### config.mk
export PLATFORM = sky130hd
export DESIGN_NAME = bus_drive_decoder_flat
export DESIGN_NICKNAME = d
export VERILOG_FILES = /design/src/rtl/bus_drive_decoder_pkg.sv /design/src/rtl/bus_drive_decoder_if.sv /design/src/rtl/bus_drive_decoder_onehot_decoder.sv /design/src/rtl/bus_drive_decoder.sv /design/src/flat_wrapper.sv
export SDC_FILE = /design/constraint.sdc
export NUM_CORES = 1
export LEC_CHECK = 0
export BUFFER_PORTS_ARGS = -buffer_cell sky130_fd_sc_hd__buf_2
export CORE_UTILIZATION = 58
export CTS_BUF_LIST = sky130_fd_sc_hd__clkbuf_4 sky130_fd_sc_hd__clkbuf_8
export DETAILED_ROUTE_END_ITERATION = 8
export PLACE_DENSITY_LB_ADDON = 0.1
export SYNTH_ARGS = -nofsm -noshare
export SYNTH_HDL_FRONTEND = slang
export SYNTH_SLANG_ARGS = --single-unit
### constraint.sdc
create_clock -name clk -period 3.23 [get_ports clk]
set_input_delay 0.323 -clock clk [delete_from_list [all_inputs] [get_ports clk]]
set_output_delay 0.323 -clock clk [all_outputs]
set_load 0.01 [all_outputs]
### src/rtl/bus_drive_decoder_pkg.sv
// Shared bus definitions for the drive-side source decoder and the bus select encoder.
package bus_drive_decoder_pkg;

  localparam int SEL_W  = 5;
  localparam int N_SRC  = 32;
  localparam int HOLD_W = 4;

  typedef enum logic [1:0] {
    IDLE  = 2'd0,
    DRIVE = 2'd1,
    TURN  = 2'd2
  } state_e;

  // General registers start at code 0; special sources occupy the top of the code space.
  localparam logic [SEL_W-1:0] SRC_REG0 = SEL_W'(0);
  localparam logic [SEL_W-1:0] SRC_PC   = SEL_W'(28);
  localparam logic [SEL_W-1:0] SRC_IMM  = SEL_W'(29);
  localparam logic [SEL_W-1:0] SRC_MEM  = SEL_W'(30);
  localparam logic [SEL_W-1:0] SRC_ALU  = SEL_W'(31);

endpackage

### src/rtl/bus_drive_decoder_if.sv
// Request/drive bundle between a bus requester (master) and the drive decoder (slave).
interface bus_drive_decoder_if #(
  parameter int SEL_W  = bus_drive_decoder_pkg::SEL_W,
  parameter int N_SRC  = bus_drive_decoder_pkg::N_SRC,
  parameter int HOLD_W = bus_drive_decoder_pkg::HOLD_W
);
  logic              req_valid;
  logic [SEL_W-1:0]  req_sel;
  logic [HOLD_W-1:0] req_hold;
  logic              req_ready;
  logic [N_SRC-1:0]  drive_en;
  logic [SEL_W-1:0]  drive_sel;
  logic              busy;
  logic              done;
  logic              sel_err;

  modport master (
    output req_valid, req_sel, req_hold,
    input  req_ready, drive_en, drive_sel, busy, done, sel_err
  );

  modport slave (
    input  req_valid, req_sel, req_hold,
    output req_ready, drive_en, drive_sel, busy, done, sel_err
  );
endinterface

### src/rtl/bus_drive_decoder_onehot_decoder.sv
// Combinational binary-to-one-hot decode with enable; the output register lives in the parent.
module onehot_decoder #(
  parameter int SEL_W = bus_drive_decoder_pkg::SEL_W,
  parameter int N_SRC = bus_drive_decoder_pkg::N_SRC
) (
  input  logic             en_i,
  input  logic [SEL_W-1:0] sel_i,
  output logic [N_SRC-1:0] onehot_o
);
  for (genvar gi = 0; gi < N_SRC; gi++) begin : g_line
    assign onehot_o[gi] = en_i && (sel_i == SEL_W'(gi));
  end
endmodule

### src/rtl/bus_drive_decoder.sv
// Sequenced source-select decoder: one registered one-hot enable per request, then a dead cycle.
// Define BUS_DRIVE_BACKTOBACK_EN to also accept requests during the turnaround cycle.
module bus_drive_decoder #(
  parameter int N_SRC  = bus_drive_decoder_pkg::N_SRC,
  parameter int SEL_W  = bus_drive_decoder_pkg::SEL_W,
  parameter int HOLD_W = bus_drive_decoder_pkg::HOLD_W
) (
  input logic               clk,
  input logic               clr,
  bus_drive_decoder_if.slave bus
);
  import bus_drive_decoder_pkg::*;

  state_e            state_q, state_d;
  logic [SEL_W-1:0]  sel_q, sel_d;
  logic [HOLD_W-1:0] cnt_q, cnt_d;
  logic [N_SRC-1:0]  drive_en_q, drive_en_d;
  logic              busy_q, busy_d;
  logic              done_q, done_d;
  logic              sel_err_q, sel_err_d;
  logic              req_ready;
  logic              accept;
  logic              in_range;
  logic              drive_on_d;
  logic [HOLD_W-1:0] hold_eff;

  assign hold_eff   = (bus.req_hold == '0) ? HOLD_W'(1) : bus.req_hold;
  assign in_range   = (32'(bus.req_sel) < 32'(N_SRC));
  assign accept     = bus.req_valid && req_ready;
  assign drive_on_d = (state_d == DRIVE);

  // The enable register is fed from next-state so the line rises in the first drive cycle.
  onehot_decoder #(
    .SEL_W(SEL_W),
    .N_SRC(N_SRC)
  ) u_onehot (
    .en_i     (drive_on_d),
    .sel_i    (sel_d),
    .onehot_o (drive_en_d)
  );

  always_ff @(posedge clk or negedge clr) begin
    if (!clr) begin
      state_q    <= IDLE;
      sel_q      <= '0;
      cnt_q      <= '0;
      drive_en_q <= '0;
      busy_q     <= 1'b0;
      done_q     <= 1'b0;
      sel_err_q  <= 1'b0;
    end else begin
      state_q    <= state_d;
      sel_q      <= sel_d;
      cnt_q      <= cnt_d;
      drive_en_q <= drive_en_d;
      busy_q     <= busy_d;
      done_q     <= done_d;
      sel_err_q  <= sel_err_d;
    end
  end

  always_comb begin : next_state
    state_d   = state_q;
    sel_d     = sel_q;
    cnt_d     = cnt_q;
    sel_err_d = 1'b0;
    unique case (state_q)
      // TURN only sees an accept when req_ready is raised there.
      IDLE, TURN: begin
        state_d = IDLE;
        if (accept) begin
          if (in_range) begin
            state_d = DRIVE;
            sel_d   = bus.req_sel;
            cnt_d   = hold_eff;
          end else begin
            sel_err_d = 1'b1;
          end
        end
      end
      DRIVE: begin
        cnt_d = cnt_q - 1'b1;
        if (cnt_q <= HOLD_W'(1)) begin
          state_d = TURN;
        end
      end
      default: state_d = IDLE;
    endcase
    busy_d = (state_d != IDLE);
    done_d = (state_d == TURN);
  end

  always_comb begin : outputs
    req_ready = 1'b0;
    if (clr) begin
`ifdef BUS_DRIVE_BACKTOBACK_EN
      req_ready = (state_q == IDLE) || (state_q == TURN);
`else
      req_ready = (state_q == IDLE);
`endif
    end
  end

  assign bus.req_ready = req_ready;
  assign bus.drive_en  = drive_en_q;
  assign bus.drive_sel = sel_q;
  assign bus.busy      = busy_q;
  assign bus.done      = done_q;
  assign bus.sel_err   = sel_err_q;

endmodule

### src/flat_wrapper.sv
// flat-port wrapper written by rule: the top's interface ports become plain ports
module bus_drive_decoder_flat import bus_drive_decoder_pkg::*;
#(
  parameter int N_SRC  = bus_drive_decoder_pkg::N_SRC,
  parameter int SEL_W  = bus_drive_decoder_pkg::SEL_W,
  parameter int HOLD_W = bus_drive_decoder_pkg::HOLD_W
)
  (clk, clr, bus_req_valid, bus_req_sel, bus_req_hold, bus_req_ready, bus_drive_en, bus_drive_sel, bus_busy, bus_done, bus_sel_err);
  bus_drive_decoder_if #(.SEL_W(SEL_W), .N_SRC(N_SRC), .HOLD_W(HOLD_W)) bus_i ();
  input logic clk;
  input logic clr;
  input wire logic [$bits(bus_i.req_valid)-1:0] bus_req_valid;
  input wire logic [$bits(bus_i.req_sel)-1:0] bus_req_sel;
  input wire logic [$bits(bus_i.req_hold)-1:0] bus_req_hold;
  output wire logic [$bits(bus_i.req_ready)-1:0] bus_req_ready;
  output wire logic [$bits(bus_i.drive_en)-1:0] bus_drive_en;
  output wire logic [$bits(bus_i.drive_sel)-1:0] bus_drive_sel;
  output wire logic [$bits(bus_i.busy)-1:0] bus_busy;
  output wire logic [$bits(bus_i.done)-1:0] bus_done;
  output wire logic [$bits(bus_i.sel_err)-1:0] bus_sel_err;
  assign bus_i.req_valid = bus_req_valid;
  assign bus_i.req_sel = bus_req_sel;
  assign bus_i.req_hold = bus_req_hold;
  assign bus_req_ready = bus_i.req_ready;
  assign bus_drive_en = bus_i.drive_en;
  assign bus_drive_sel = bus_i.drive_sel;
  assign bus_busy = bus_i.busy;
  assign bus_done = bus_i.done;
  assign bus_sel_err = bus_i.sel_err;
  bus_drive_decoder #(.N_SRC(N_SRC), .SEL_W(SEL_W), .HOLD_W(HOLD_W)) u_core (.clk(clk), .clr(clr), .bus(bus_i));
endmodule
Word-level counts from Yosys, hierarchy flattened

Cells that the tools add are included.

Add/subtract/negate cells: 1
Magnitude comparators: 1
Eq/ne operators: 36
Muxes and demuxes: 9
Reductions and logical operators: 40

Operator list:

| operator            | number |
|---|---|
| $eq 5x5->1 const B  | 16 |
| $eq 5x4->1 const B  | 8 |
| $logic_and 1x1->1   | 33 |
| $eq 5x3->1 const B  | 4 |
| $eq 5x2->1 const B  | 2 |
| $mux 5              | 2 |
| $mux 4              | 2 |
| $pmux 4 s2          | 1 |
| $eq 5x1->1 const B  | 1 |
| $logic_not 5->1     | 1 |
| $eq 2x1->1 const B  | 2 |
| $eq 2x2->1 const B  | 2 |
| $le 4x1->1 const B  | 1 |
| $logic_not 4->1     | 1 |
| $pmux 2 s2          | 1 |
| $reduce_bool 2->1   | 2 |
| $sub 4x1->4 const B | 1 |
| $logic_not 2->1     | 1 |
| $mux 1              | 2 |
| $mux 2              | 1 |
| $ne 2x1->1 const B  | 1 |
| $reduce_and 2->1    | 1 |
| $reduce_or 2->1     | 1 |

Register bits: 45
Bits of input ports: 12
Output and inout port bits: 41
Word-level logic and storage cells: 93

Logic depth before layout (Yosys ltp)

Gate-level depths: netlist of the first run.

Word-level depth: 7
Gate-level depth with buffers: 6
Depth with buffers taken out: 5

Hierarchy

Synthesis of the first run repeated with hierarchy kept, for this count alone.

Cells, all modules: 143
Area total of the unflattened synthesis: 1664.1 µm²

By module, submodules not included:

| module            | instances | cells an instance | area each (µm²) | seq. area each (µm²) |
|---|---|---|---|---|
| bus_drive_decoder | 1         | 96                | 1430.1          | 1126.1 |
| onehot_decoder    | 1         | 47                | 234.0           | 0.0 |

Least setup slack after synthesis of the first run

Ideal clock, no wire load.

Path type: reg-to-reg
From: reg u_core.cnt_q[0]
To: reg u_core.drive_en_q[0] (netlist: u_core.bus.drive_en[0])
Library setup time: 0.139 ns
Arrival: 1.224 ns
Data required time: 3.091 ns
Slack: 1.867 ns
Cell stages (with the launch flop): 7
Path buffers: 1
Period minus slack after synthesis: 1.363 ns
Path through: dfrtp_1 -> inv_1 -> ha_1 -> nor2_1 -> buf_2 -> o2111ai_1 -> a21oi_1

Cells in the longest elaborated chain, start to end: 5

RTL lines:

| what                     | RTL line                               | source |
|---|---|---|
| start: declaration       | bus_drive_decoder.sv:16                | `logic [HOLD_W-1:0] cnt_q, cnt_d;` |
| start signal: assignment | bus_drive_decoder.sv:54                | `cnt_q <= cnt_d;` |
| $le 4x1->1               | bus_drive_decoder.sv:83                | `if (cnt_q <= HOLD_W'(1)) begin` |
| $mux 2                   | bus_drive_decoder.sv:83                |  |
| $pmux 2 s2               | bus_drive_decoder.sv:67                | `unique case (state_q)` |
| $eq 2x1->1               | bus_drive_decoder.sv:30                | `assign drive_on_d = (state_d == DRIVE);` |
| $logic_and 1x1->1        | bus_drive_decoder_onehot_decoder.sv:11 | `assign onehot_o[gi] = en_i && (sel_i == SEL_W'(gi));` |
| net u_core.drive_en_d[0] | bus_drive_decoder.sv:17                | `logic [N_SRC-1:0] drive_en_q, drive_en_d;` |
| end signal: assignment   | bus_drive_decoder.sv:55                | `drive_en_q <= drive_en_d;` |
| end: declaration         | bus_drive_decoder.sv:17                |  |

The timed path passes the listed nets, and every way through them passes these cells.
A chain may end at the register's enable or synchronous reset.

Worst setup path after layout of the first run

From: in clr
To: reg u_core.drive_en_q[9] (netlist: u_core.bus.drive_en[9])

Cells in the longest elaborated chain, start to end: 6
Elaborated cells on any way between the ends: 9
Those cells by class: eq/ne: 2; mux: 5; reduce/logical: 2

RTL lines:

| what                                     | RTL line                                                        | source |
|---|---|---|
| start: declaration                       | flat_wrapper.sv:11                                              | `input logic clr;` |
| $mux 1 (*)                               | bus_drive_decoder.sv:95                                         | `if (clr) begin` |
| $logic_and 1x1->1 (*)                    | bus_drive_decoder.sv:29                                         | `assign accept = bus.req_valid && req_ready;` |
| $mux 1 or $mux 5 (tied branches)         | bus_drive_decoder.sv:71                                         | `if (accept) begin` |
| $pmux 2 s2 or $mux 5 (tied branches)     | bus_drive_decoder.sv:67                                         |  |
| $eq 2x1->1 or $eq 5x4->1 (tied branches) | bus_drive_decoder.sv:30, bus_drive_decoder_onehot_decoder.sv:11 |  |
| $logic_and 1x1->1 (*)                    | bus_drive_decoder_onehot_decoder.sv:11                          |  |
| net u_core.drive_en_d[9]                 | bus_drive_decoder.sv:17                                         |  |

The timed path passes the listed nets; every way through them passes the cells marked *.

==> results of run 1 <==
[per-stage QoR]
stage	instance area, um2	setup WS [ns]	utilization (%)
after floorplan	2020	1.87	-
after global placement	2280	1.40	68.4
after detailed placement	2280	1.30	68.4
after CTS	2380	1.10	71.4
after global routing	2380	0.871	71.4
final	2380	1.11	71.4
[power by group through the flow]
stage	logic (mW)	clock network (mW)	registers, mW
4_1_cts	0.706	0.362	0.792
3_3_place_gp	0.674	0	0.795
2_1_floorplan	0.484	0	0.810
6_report	0.709	0.356	0.796
3_5_place_dp	0.701	0	0.802
5_1_grt	0.780	0.379	0.814
[worst max-delay path by stage]
stage	startpoint	endpoint	slack [ns]	cells after the start
2_1_floorplan	u_core.cnt_q[0]$_DFFE_PN0P_	u_core.bus.drive_en[0]$_DFF_PN0_	1.87	6
3_3_place_gp	u_core.cnt_q[0]$_DFFE_PN0P_	u_core.bus.drive_en[8]$_DFF_PN0_	1.40	5
3_5_place_dp	clr	u_core.bus.drive_en[9]$_DFF_PN0_	1.30	5
4_1_cts	clr	u_core.bus.drive_en[9]$_DFF_PN0_	1.10	6
5_1_grt	clr	u_core.bus.drive_en[11]$_DFF_PN0_	0.87	6
6_report	clr	u_core.bus.drive_en[9]$_DFF_PN0_	1.11	6
[layer usage]
| metal | track usage (%) | up-vias | wire length, um |
|---|---|---|---|
| met5 | 0 | - | 0 |
| met4 | 10.4 | 0 | 85 |
| met3 | 6.93 | 9 | 244 |
| met2 | 40.8 | 62 | 2200 |
| met1 | 32.9 | 762 | 1830 |
| li1 | - | 734 | - |
[cells in the final DEF, fill, tap and decap left out, types with 2 or more instances in the layout]
cell,n
o211ai_1,2
clkbuf_4,6
mux2i_1,6
o2111ai_1,5
inv_1,6
o2111ai_2,3
mux2_2,2
mux2_4,2
nand2_1,11
nor2_1,2
dfrtp_1,45
o21ai_0,7
a21oi_1,24
nor3b_1,7
nor3_1,6
buf_2,51
a21oi_2,8
ha_1,2
nand3_1,5
nand3b_1,10
[cells in the mapped netlist (2+ instances only)]
master | instances | area [um2]
a21oi_1 | 24 | 120
a21oi_2 | 8 | 70.1
buf_1 | 2 | 7.51
buf_2 | 5 | 25.0
clkbuf_1 | 3 | 11.3
dfrtp_1 | 45 | 1130
ha_1 | 2 | 25.0
inv_1 | 6 | 22.5
mux2_2 | 2 | 22.5
mux2_4 | 2 | 30.0
mux2i_1 | 6 | 60.1
nand2_1 | 11 | 41.3
nand3_1 | 5 | 25.0
nand3b_1 | 10 | 75.1
nor2_1 | 2 | 7.51
nor3_1 | 6 | 30.0
nor3b_1 | 7 | 52.6
o2111ai_1 | 5 | 43.8
o2111ai_2 | 3 | 45.0
o211ai_1 | 2 | 15.0
o21ai_0 | 7 | 35.0
[tightest hold or removal path: stages]
cell and delay (ns):
buf_2 0.09, a2bb2oi_1 0.05, o21ai_0 0.07
[flip-flops by register name, summed over array words and instances (netlist names)]
register	count
u_core.bus.drive_en	32
u_core.bus.busy	1
u_core.cnt_q	4
u_core.bus.drive_sel	5
u_core.bus.done	1
u_core.state_q	2
[logic make-up (layout without fill, tap and decap cells)]
family / count (synthesis) / in the layout
AND/OR/NAND/NOR: 50 / 50
XOR/XNOR: 1 / 1
adder cells (fa/ha/maj): 2 / 2
flip-flops: 45 / 45
buffers and inverters: 18 / 67
multiplexers: 10 / 10
AO/OA/AOI/OAI: 50 / 50
other: 1 / 1
[layout make-up]
class	instances	area [um2]
Clock inverter	1	30.0
Tap cell	46	57.6
Fill cell	246	956
Sequential cell	45	1130
Inverter	6	22.5
Timing Repair Buffer	53	273
Clock buffer	7	58.8
Multi-Input combinational cell	114	813
[what timing repair did]
item                                   in CTS  in global routing
gates resized for setup                     0                  0
hold buffers                                1                  0
endpoints found under the hold margin       7                  0
==> key figures, run 1 <==
Status
  – Status: complete, no violations

CTS
  – Clock Latency Late Sink: 0.34 ns
  – TritonCTS Sinks: 45
  – CTS Buf Count: 5
  – CTS tree: yes
  – H-tree depth: 2
  – CTS max path bufs: 2
  – Clock-pin slew on the worst setup and hold paths: 0.11 ns
  – Root buffer cell: clkbuf_4
  – Post-CTS Setup Bufs: 0

Job
  – Max-cap violation count: 0

Critical path
  – Req. time, crit path: 3.49 ns
  – CP Cell Sequence: dlygate4sd3_1 -> buf_2 -> buf_4 -> and3b_1 -> nand4bb_1 -> a21oi_1
  – Reg2reg start: u_core.cnt_q[0]$_DFFE_PN0P_
  – Top cell family by delay on the critical path: buffers and inverters
  – CP endpoint kind: register
  – Capturing point of the worst reg2reg path: u_core.bus.drive_en[9]$_DFF_PN0_
  – Slowest stage cell, crit path: dlygate4sd3_1
  – Number of cells on the worst reg-to-reg path: 5
  – Crit path max fanout: 39
  – CP Class: input port to register
  – Worst Path Buf+Inv: 3
  – CP max stage delay: 0.53 ns
  – Critical Path AT: 2.39 ns
  – CP Launch Type: input port
  – Internal reg-to-reg setup slack: 1.25 ns

Place
  – Port bufs: 51
  – HPWL after DPL: 3.16 mm
  – Placed insts: 263
  – GPL Wtd Cong: 0.891

Finish
  – Number of diodes: 0
  – Final Net Count: 239
  – Layout Cells excl Fill: 272
  – Layout cells sized above 1: 34.1%
  – P&R area growth vs syn: 17.6%

Global route
  – Largest net degree at the start of global routing: 40
  – Initial antenna violation count: 0
  – Total track usage: 25.5%
  – Grt total ovfl: 0
  – Vias in the first global route: 1402
  – First-pass GRT wire length: 6.60 mm

Yosys
  – Count of different cell masters after synthesis: 35
  – Simple-Gate Fraction of Synth Area: 16.1%
  – Primary FF master, synth: dfrtp_1
  – Mux cell area share after synthesis: 5.56%
  – Share of flip-flops with an asynchronous set or reset: 100%
  – Synth Register Bits: 45
  – Yosys warns: 0
  – Mapped Cells: 177
  – Register area share after synthesis: 55.6%
  – Synth Cell Area: 2020 um2
  – Syn_nets: 191
  – Largest family of logic cells by synthesized area: compound AO/OA/AOI/OAI gates
  – Post-synth EDFFs: 0
  – Post-Synth XOR/XNOR Area: 0.433%
  – Syn_area_per_cell: 11.4 um2
  – Adder-cell share of the synthesized area: 1.24%
  – Synth Area in Compound Gates: 16.7%

Routing
  – Routed wire per std cell: 16.0 um
  – Residual DRC: 0
  – Remaining antenna violation count: 0
  – Total number of vias: 1567
  – First-pass DRT Iterations: 4
  – Vias/cell: 5.76
  – Iteration-0 DRC Markers: 60
  – Routed WL: 4.36 mm

Floorplanning
  – Core Footprint: 3340 um2
  – Io pins: 53
  – Die height: 61.1 um
  – Site Rows: 21
  – Full die area: 3730 um2
  – Initial Utilization: 60.7%
  – Horiz. Die Dim: 61.1 um

STA
  – Peak Freq: 0.471 GHz
  – RSZ-0062 raised after global routing: no
  – Rel. slew slack: 49.6%
  – Max Slew Vio Count: 0
  – Fin Hold WS: 0.222 ns
  – Final setup viols: 0
  – Slew @ Worst Pin: 0.753 ns
  – Setup TNS Final: 0 ns
  – Fin crit period: 2.12 ns
  – Period utilisation layout: 65.7%
  – Final Hold Viols: 0
  – Max Clock Skew: 0.00569 ns

Power
  – Leakage: 1.16 nW
  – Power density over cell area: 781 nW/um2
  – Clock power share: 19.1%
  – Total design power: 1.86 mW
  – Switching share of power: 39.1%
  – NetSw: 0.728 mW
  – Internal Power: 1.13 mW
  – Share of power burned in registers: 42.8%
  – Logic gate share of total power: 38.1%
  – Worst vdd ir: 0.000580 V

Min path
  – Hold Path Depth: 3
  – Min-delay src: bus_req_hold[1]
  – Hold Path Sink: u_core.cnt_q[1]$_DFFE_PN0P_
  – HP Class: input port to register
Note: power is estimated with default switching activity, not from simulation.
==> run 2, diff against run 1 <==
- CORE_UTILIZATION: 58 -> 49
- clock period: 3.23 -> 1.75 ns (I/O delays scaled with it)
==> run 2 against run 1 <==
  * Routed wire length up 2.2%
  * Critical path depth down 1
  * Die area up 18%
  * Worst hold slack worse by 0.086 ns
  * Clock skew down 0.00070 ns
  * Setup slack worse by 0.99 ns
  * Utilization down 7.6 points
  * Critical endpoint is now bus_req_ready
==> key figures, run 2 (synthesized netlist as in run 1, its figures left out) <==
Floorplanning
  – Die height: 66.3 um (was 61.1 um)
  – Initial Utilization: 53.3% (was 60.7%)
  – Io pins: 53 (unchanged)
  – Horiz. Die Dim: 66.3 um (was 61.1 um)
  – Full die area: 4390 um2 (was 3730 um2)
  – Core Footprint: 3800 um2 (was 3340 um2)
  – Site Rows: 22 (was 21)

STA
  – Max Clock Skew: 0.00499 ns (was 0.00569 ns)
  – Period utilisation layout: 93.3%
  – Peak Freq: 0.613 GHz
  – Setup TNS Final: 0 ns (unchanged)
  – RSZ-0062 raised after global routing: no (unchanged)
  – Fin crit period: 1.63 ns
  – Final Hold Viols: 0 (unchanged)
  – Max Slew Vio Count: 0 (unchanged)
  – Final setup viols: 0 (unchanged)

Critical path
  – CP Cell Sequence: dlygate4sd3_1 -> buf_2 -> buf_6 -> nor3b_1 -> buf_2 (was dlygate4sd3_1 -> buf_2 -> buf_4 -> and3b_1 -> nand4bb_1 -> a21oi_1)
  – CP Launch Type: input port (unchanged)
  – Crit path max fanout: 17 (was 39)
  – Slowest stage cell, crit path: dlygate4sd3_1 (unchanged)
  – Top cell family by delay on the critical path: buffers and inverters (unchanged)
  – CP Class: input port to output port (was input port to register)
  – CP endpoint kind: output port (was register)
  – CP max stage delay: 0.52 ns (was 0.53 ns)
  – Critical Path AT: 1.46 ns (was 2.39 ns)
  – Critical Path Most Common Cell: buf_2
  – Reg2reg start: u_core.state_q[0]$_DFF_PN0_ (was u_core.cnt_q[0]$_DFFE_PN0P_)
  – Worst Path Buf+Inv: 4 (was 3)
  – Req. time, crit path: 1.57 ns (was 3.49 ns)
  – Crit path from: clr (unchanged)

Routing
  – Vias/cell: 5.57 (was 5.76)
  – Remaining antenna violation count: 0 (unchanged)
  – Routed WL: 4.45 mm (was 4.36 mm)
  – Routed wire per std cell: 16.0 um (about the same)
  – Iteration-0 DRC Markers: 107 (was 60)
  – First-pass DRT Iterations: 4 (unchanged)
  – Residual DRC: 0 (unchanged)
  – Total number of vias: 1549 (was 1567)

Finish
  – Layout cells sized above 1: 34.8% (was 34.1%)
  – Most common cell after layout, fill and taps aside: buf_2 (unchanged)
  – Final instance area: 2420 um2 (was 2380 um2)
  – Layout Cells excl Fill: 278 (was 272)
  – Max FFs per register: 32 (unchanged)
  – Core Util, Final: 63.8% (was 71.4%)
  – Final Net Count: 243 (was 239)
  – P&R area growth vs syn: 19.7% (was 17.6%)
  – Number of diodes: 0 (unchanged)
  – Commonest cells after routing, fill and taps aside: 51 x buf_2, 45 x dfrtp_1, 24 x a21oi_1 (unchanged)

CTS
  – Clock Latency Late Sink: 0.29 ns (was 0.34 ns)
  – CTS Buf Count: 5 (unchanged)
  – CTS max path bufs: 2 (unchanged)
  – TritonCTS Sinks: 45 (unchanged)
  – Clock-pin slew on the worst setup and hold paths: 0.08 ns (was 0.11 ns)
  – Root buffer cell: clkbuf_8 (was clkbuf_4)
  – H-tree depth: 2 (unchanged)
  – CTS tree: yes (unchanged)

Global route
  – Largest net degree at the start of global routing: 27 (was 40)
  – Total track usage: 23.2% (was 25.5%)
  – M1 GR Usage: 30.8% (was 32.9%)
  – Vias in the first global route: 1500 (was 1402)
  – Grt total ovfl: 0 (unchanged)
  – First-pass GRT wire length: 7.40 mm (was 6.60 mm)
  – Initial antenna violation count: 0 (unchanged)
  – Met2 GRT Util: 36.0% (was 40.8%)
  – M3 GR Usage: 3.97% (was 6.93%)
  – Grt peak-use layer: met2 (unchanged)

Status
  – Status: complete, no violations (unchanged)

Place
  – HPWL after DPL: 3.20 mm (was 3.16 mm)
  – Port bufs: 51 (unchanged)
  – Post-DP Area: 2310 um2 (was 2280 um2)
  – Placed insts: 268 (was 263)
  – GPL Wtd Cong: 0.789 (was 0.891)

Power
  – Total design power: 3.48 mW (was 1.86 mW)
  – Power density over cell area: 1440 nW/um2 (was 781 nW/um2)
  – Leakage: 1.18 nW (was 1.16 nW)
  – Worst vdd ir: 0.000896 V (was 0.000580 V)

Min path
  – Min-delay src: bus_req_hold[2] (was bus_req_hold[1])
  – HP Class: input port to register (unchanged)

Job
  – Max-cap violation count: 0 (unchanged)
==> run 2: cell type report <==
cell class / count / area (um2)
clock buffers: 8 / 91.3
well taps: 48 / 60.1
flip-flops and latches: 45 / 1130
inverters: 6 / 22.5
repair buffers: 57 / 309
fillers: 313 / 1380
multi-input cells: 114 / 813
==> run 2: metal layers <==
metal  part of all wire [%]  wire length (um)
met1                     44              1960
met2                     48              2160
met3                    5.4               239
met4                    2.1                94
met5                      0                 0
==> run 2: worst paths after layout <==
kind,to,slack [ns],cells past startpoint
setup / recovery,bus_req_ready,0.12,5
max in group asynchronous,u_core.bus.drive_sel[0]$_DFF_PN0_,0.68,3
setup reg to reg,u_core.bus.drive_en[16]$_DFF_PN0_,0.17,3
hold reg to reg,u_core.cnt_q[2]$_DFFE_PN0P_,0.53,1
hold / removal,u_core.cnt_q[2]$_DFFE_PN0P_,0.14,3
min in group asynchronous,u_core.bus.drive_en[26]$_DFF_PN0_,0.44,3
==> run 2: repair_timing <==
action / CTS / global route
hold endpoints to repair: 3 / 0
hold buffers: 2 / 0
setup endpoints to repair: 0 / 1
resized for setup: 0 / 1
buffers inserted: 0 / 0
==> run 2: power by group <==
part	internal, mW	switching, mW	total [mW]
combinational	0.527	0.813	1.34
clock	0.331	0.328	0.659
sequential	1.24	0.235	1.48
==> run 2: stage by stage <==
stage          worst slack, ns  hold WS, ns
2_1_floorplan            0.387       -0.121
3_3_place_gp             0.205       0.0232
3_5_place_dp             0.175       0.0280
4_1_cts                 0.0387        0.124
5_1_grt                 0.0257        0.146
6_report                 0.118        0.136
==> run 2: worst min-delay path: stages <==
cell and delay, ns:
buf_2 0.09, nand2_1 0.05, o211ai_1 0.07
==> run 3, diff against run 2 <==
- ABC_AREA: default -> 1
- CORE_UTILIZATION: 49 -> 48
==> run 3 against run 2 <==
  * Global-route usage down 4.0 points
  * Critical path depth up 1
  * Area after synthesis down 6.4%
  * Combinational power up 28%
  * Cell count up 5.8%
  * Setup slack better by 0.054 ns
  * Utilization down 1.3 points
  * Critical endpoint unchanged
  * Largest cell class unchanged
==> key figures, run 3 <==
Yosys
  – Count of different cell masters after synthesis: 25 (was 35)
  – Share of flip-flops with an asynchronous set or reset: 100% (unchanged)
  – Post-synth EDFFs: 0 (unchanged)
  – Synth Cell Area: 1900 um2 (was 2020 um2)
  – Yosys warns: 0 (unchanged)
  – Primary FF master, synth: dfrtp_1 (unchanged)
  – Top cell type's share of synthesized area: 59.4% (was 55.6%)
  – Largest area contributor in the netlist: dfrtp_1 (unchanged)
  – Count leader, synth: dfrtp_1 (unchanged)
  – Synth Register Bits: 45 (unchanged)
  – Top post-synthesis cells by area: dfrtp_1 59%, nand2_1 6.9%, nor2_1 6.9% (was dfrtp_1 56%, a21oi_1 5.9%, nand3b_1 3.7%)
  – Register area share after synthesis: 59.4% (was 55.6%)
  – Syn_area_per_cell: 10.2 um2 (was 11.4 um2)
  – Post-synth top cells: 45 x dfrtp_1, 35 x nand2_1, 35 x nor2_1 (was 45 x dfrtp_1, 24 x a21oi_1, 11 x nand2_1)
  – Mapped Cells: 186 (was 177)
  – Syn_nets: 200 (was 191)

Power
  – Clock power share: 17.6% (was 18.9%)
  – Logic gate share of total power: 45.2% (was 38.5%)
  – Switching share of power: 43.2% (was 39.6%)
  – Worst vdd ir: 0.000855 V (was 0.000896 V)
  – Internal Power: 2.15 mW (was 2.10 mW)
  – Share of power burned in registers: 37.1% (was 42.5%)
  – NetSw: 1.64 mW (was 1.38 mW)
  – Power density over cell area: 1630 nW/um2 (was 1440 nW/um2)
  – Leakage: 1.28 nW (was 1.18 nW)

Finish
  – Max FFs per register: 32 (unchanged)
  – Layout cells sized above 1: 36.6% (was 34.8%)
  – Layout Cells excl Fill: 294 (was 278)
  – Final Net Count: 259 (was 243)
  – Most common cell after layout, fill and taps aside: buf_2 (unchanged)
  – Number of diodes: 0 (unchanged)
  – FILL cells: 330 (was 313)
  – P&R area growth vs syn: 22.4% (was 19.7%)
  – Commonest cells after routing, fill and taps aside: 51 x buf_2, 45 x dfrtp_1, 35 x nand2_1, 35 x nor2_1, 17 x inv_1 (was 51 x buf_2, 45 x dfrtp_1, 24 x a21oi_1)

Routing
  – Routed WL: 3.66 mm (was 4.45 mm)
  – Routed wire per std cell: 12.4 um (was 16.0 um)
  – Total number of vias: 1457 (was 1549)
  – Remaining antenna violation count: 0 (unchanged)
  – First-pass DRT Iterations: 4 (unchanged)
  – Vias/cell: 4.96 (was 5.57)
  – Residual DRC: 0 (unchanged)
  – Iteration-0 DRC Markers: 76 (was 107)

Place
  – Port bufs: 51 (unchanged)
  – Placed insts: 282 (was 268)
  – GPL Wtd Cong: 0.800 (was 0.789)
  – HPWL after DPL: 2.67 mm (was 3.20 mm)

CTS
  – Clock Latency Late Sink: 0.30 ns (was 0.29 ns)
  – Root buffer cell: clkbuf_8 (unchanged)
  – Clock-pin slew on the worst setup and hold paths: 0.08 ns (about the same)
  – H-tree depth: 2 (unchanged)
  – CTS tree: yes (unchanged)
  – CTS max path bufs: 2 (unchanged)
  – CTS Buf Count: 5 (unchanged)
  – TritonCTS Sinks: 45 (unchanged)

Global route
  – Initial antenna violation count: 0 (unchanged)
  – Vias in the first global route: 1273 (was 1500)
  – Largest net degree at the start of global routing: 37 (was 27)
  – First-pass GRT wire length: 5.89 mm (was 7.40 mm)
  – Total track usage: 19.2% (was 23.2%)
  – Grt total ovfl: 0 (unchanged)

Critical path
  – Req. time, crit path: 1.57 ns (about the same)
  – Slowest stage cell, crit path: dlygate4sd3_1 (unchanged)
  – CP Class: input port to output port (unchanged)
  – Critical Path AT: 1.40 ns (was 1.46 ns)
  – CP Launch Type: input port (unchanged)
  – CP Cell Sequence: dlygate4sd3_1 -> buf_2 -> buf_4 -> nand2_1 -> nor2_1 -> buf_2 (was dlygate4sd3_1 -> buf_2 -> buf_6 -> nor3b_1 -> buf_2)
  – CP endpoint kind: output port (unchanged)
  – Crit path max fanout: 18 (was 17)
  – Top cell family by delay on the critical path: buffers and inverters (unchanged)
  – Critical Path Most Common Cell: buf_2 (unchanged)
  – CP max stage delay: 0.52 ns (about the same)
  – Worst Path Buf+Inv: 4 (unchanged)

Min path
  – HP Class: input port to register (unchanged)

Floorplanning
  – Core Footprint: 3720 um2 (was 3800 um2)
  – Io pins: 53 (unchanged)
  – Initial Utilization: 51.0% (was 53.3%)
  – Horiz. Die Dim: 64.8 um (was 66.3 um)
  – Full die area: 4200 um2 (was 4390 um2)
  – Site Rows: 22 (unchanged)
  – Die height: 64.8 um (was 66.3 um)

STA
  – Peak Freq: 0.634 GHz (was 0.613 GHz)
  – Final setup viols: 0 (unchanged)
  – RSZ-0062 raised after global routing: no (unchanged)
  – Fin crit period: 1.58 ns (was 1.63 ns)
  – Period utilisation layout: 90.2% (was 93.3%)
  – Max Clock Skew: 0.00497 ns (was 0.00499 ns)
  – Max Slew Vio Count: 0 (unchanged)
  – Fin Hold WS: 0.164 ns (was 0.136 ns)
  – Setup TNS Final: 0 ns (unchanged)
  – Final Hold Viols: 0 (unchanged)

Status
  – Status: complete, no violations (unchanged)

Job
  – Max-cap violation count: 0 (unchanged)
[run 3: cell count changes in the layout (fill, tap and decap cells not counted), moves of 6 or more]
cell and delta:
nor2_1 +33, a21oi_1 -24, nand2_1 +24, inv_1 +11
nand3b_1 -10, nor2_4 +9, a21oi_2 -8, nand4_1 +8
nor3b_1 -7, mux2i_1 -6, nand2_4 +6
[run 3: metal layers]
layer,wire length [um],vias to the layer above,GRT usage [%]
met5,0,-,0
met4,65,0,7.50
met3,197,7,4.23
met2,1730,53,29.7
met1,1670,700,26.2
li1,-,697,-
[run 3: cell families (layout without fill, tap and decap cells)]
group                    Yosys count  count (layout)  share of synthesized area, %
AO/OA/AOI/OAI                      8               8                          3.43
adder cells (fa/ha/maj)            2               2                          1.32
AND/OR/NAND/NOR                  105             105                          29.2
flip-flops                        45              45                          59.4
buffers and inverters             25              85                          6.47
other                              1               1                         0.198
[run 3: path summary, 6_finish.rpt]
path                                             start                                 to  slack [ns]  cells after the start
setup / recovery                                   clr                      bus_req_ready        0.17                      6
hold / removal                         bus_req_hold[2]        u_core.cnt_q[2]$_DFFE_PN0P_        0.16                      3
setup reg to reg           u_core.cnt_q[0]$_DFFE_PN0P_  u_core.bus.drive_en[25]$_DFF_PN0_        0.19                      7
hold reg to reg            u_core.cnt_q[1]$_DFFE_PN0P_        u_core.cnt_q[1]$_DFFE_PN0P_        0.51                      2
max in group asynchronous                          clr  u_core.bus.drive_en[27]$_DFF_PN0_        0.93                      3
min in group asynchronous                          clr        u_core.cnt_q[1]$_DFFE_PN0P_        0.43                      3
[run 3: power by group through the flow]
stage          logic, mW  clock network (mW)  registers, mW
2_1_floorplan       1.18                   0           1.49
3_3_place_gp        1.65                   0           1.42
3_5_place_dp        1.67                   0           1.42
4_1_cts             1.67               0.677           1.41
5_1_grt             1.90               0.719           1.44
6_report            1.71               0.668           1.41
[run 3: repair_timing]
action | in CTS | in global routing
endpoints found under the setup margin | 0 | 21
hold endpoints to repair | 9 | 0
setup buffers | 0 | 3
gates resized for setup | 0 | 2
hold buffers | 1 | 0
[run 3: final cells by class]
class	instances	area, um2	area share (%)
Clock buffer	6	82.6	3.56
Clock inverter	2	13.8	0.593
Inverter	19	71.3	3.07
Multi-Input combinational cell	116	657	28.3
Sequential cell	45	1130	48.5
Tap cell	48	60.1	2.59
Timing Repair Buffer	58	310	13.4
[run 3: through the flow]
stage	area [um2]	power, mW	util [%]	worst slack, ns
after global routing	2320	4.05	62.5	0.0374
after CTS	2290	3.75	61.6	0.0883
after global placement	2180	3.07	58.7	0.149
final	2320	3.79	62.5	0.172
after floorplan	1900	2.67	-	0.298
after detailed placement	2180	3.09	58.7	0.104
[run 3: worst min-delay path, stage by stage]
cell and delay [ns]:
buf_2 0.09, inv_1 0.06, o211ai_1 0.09
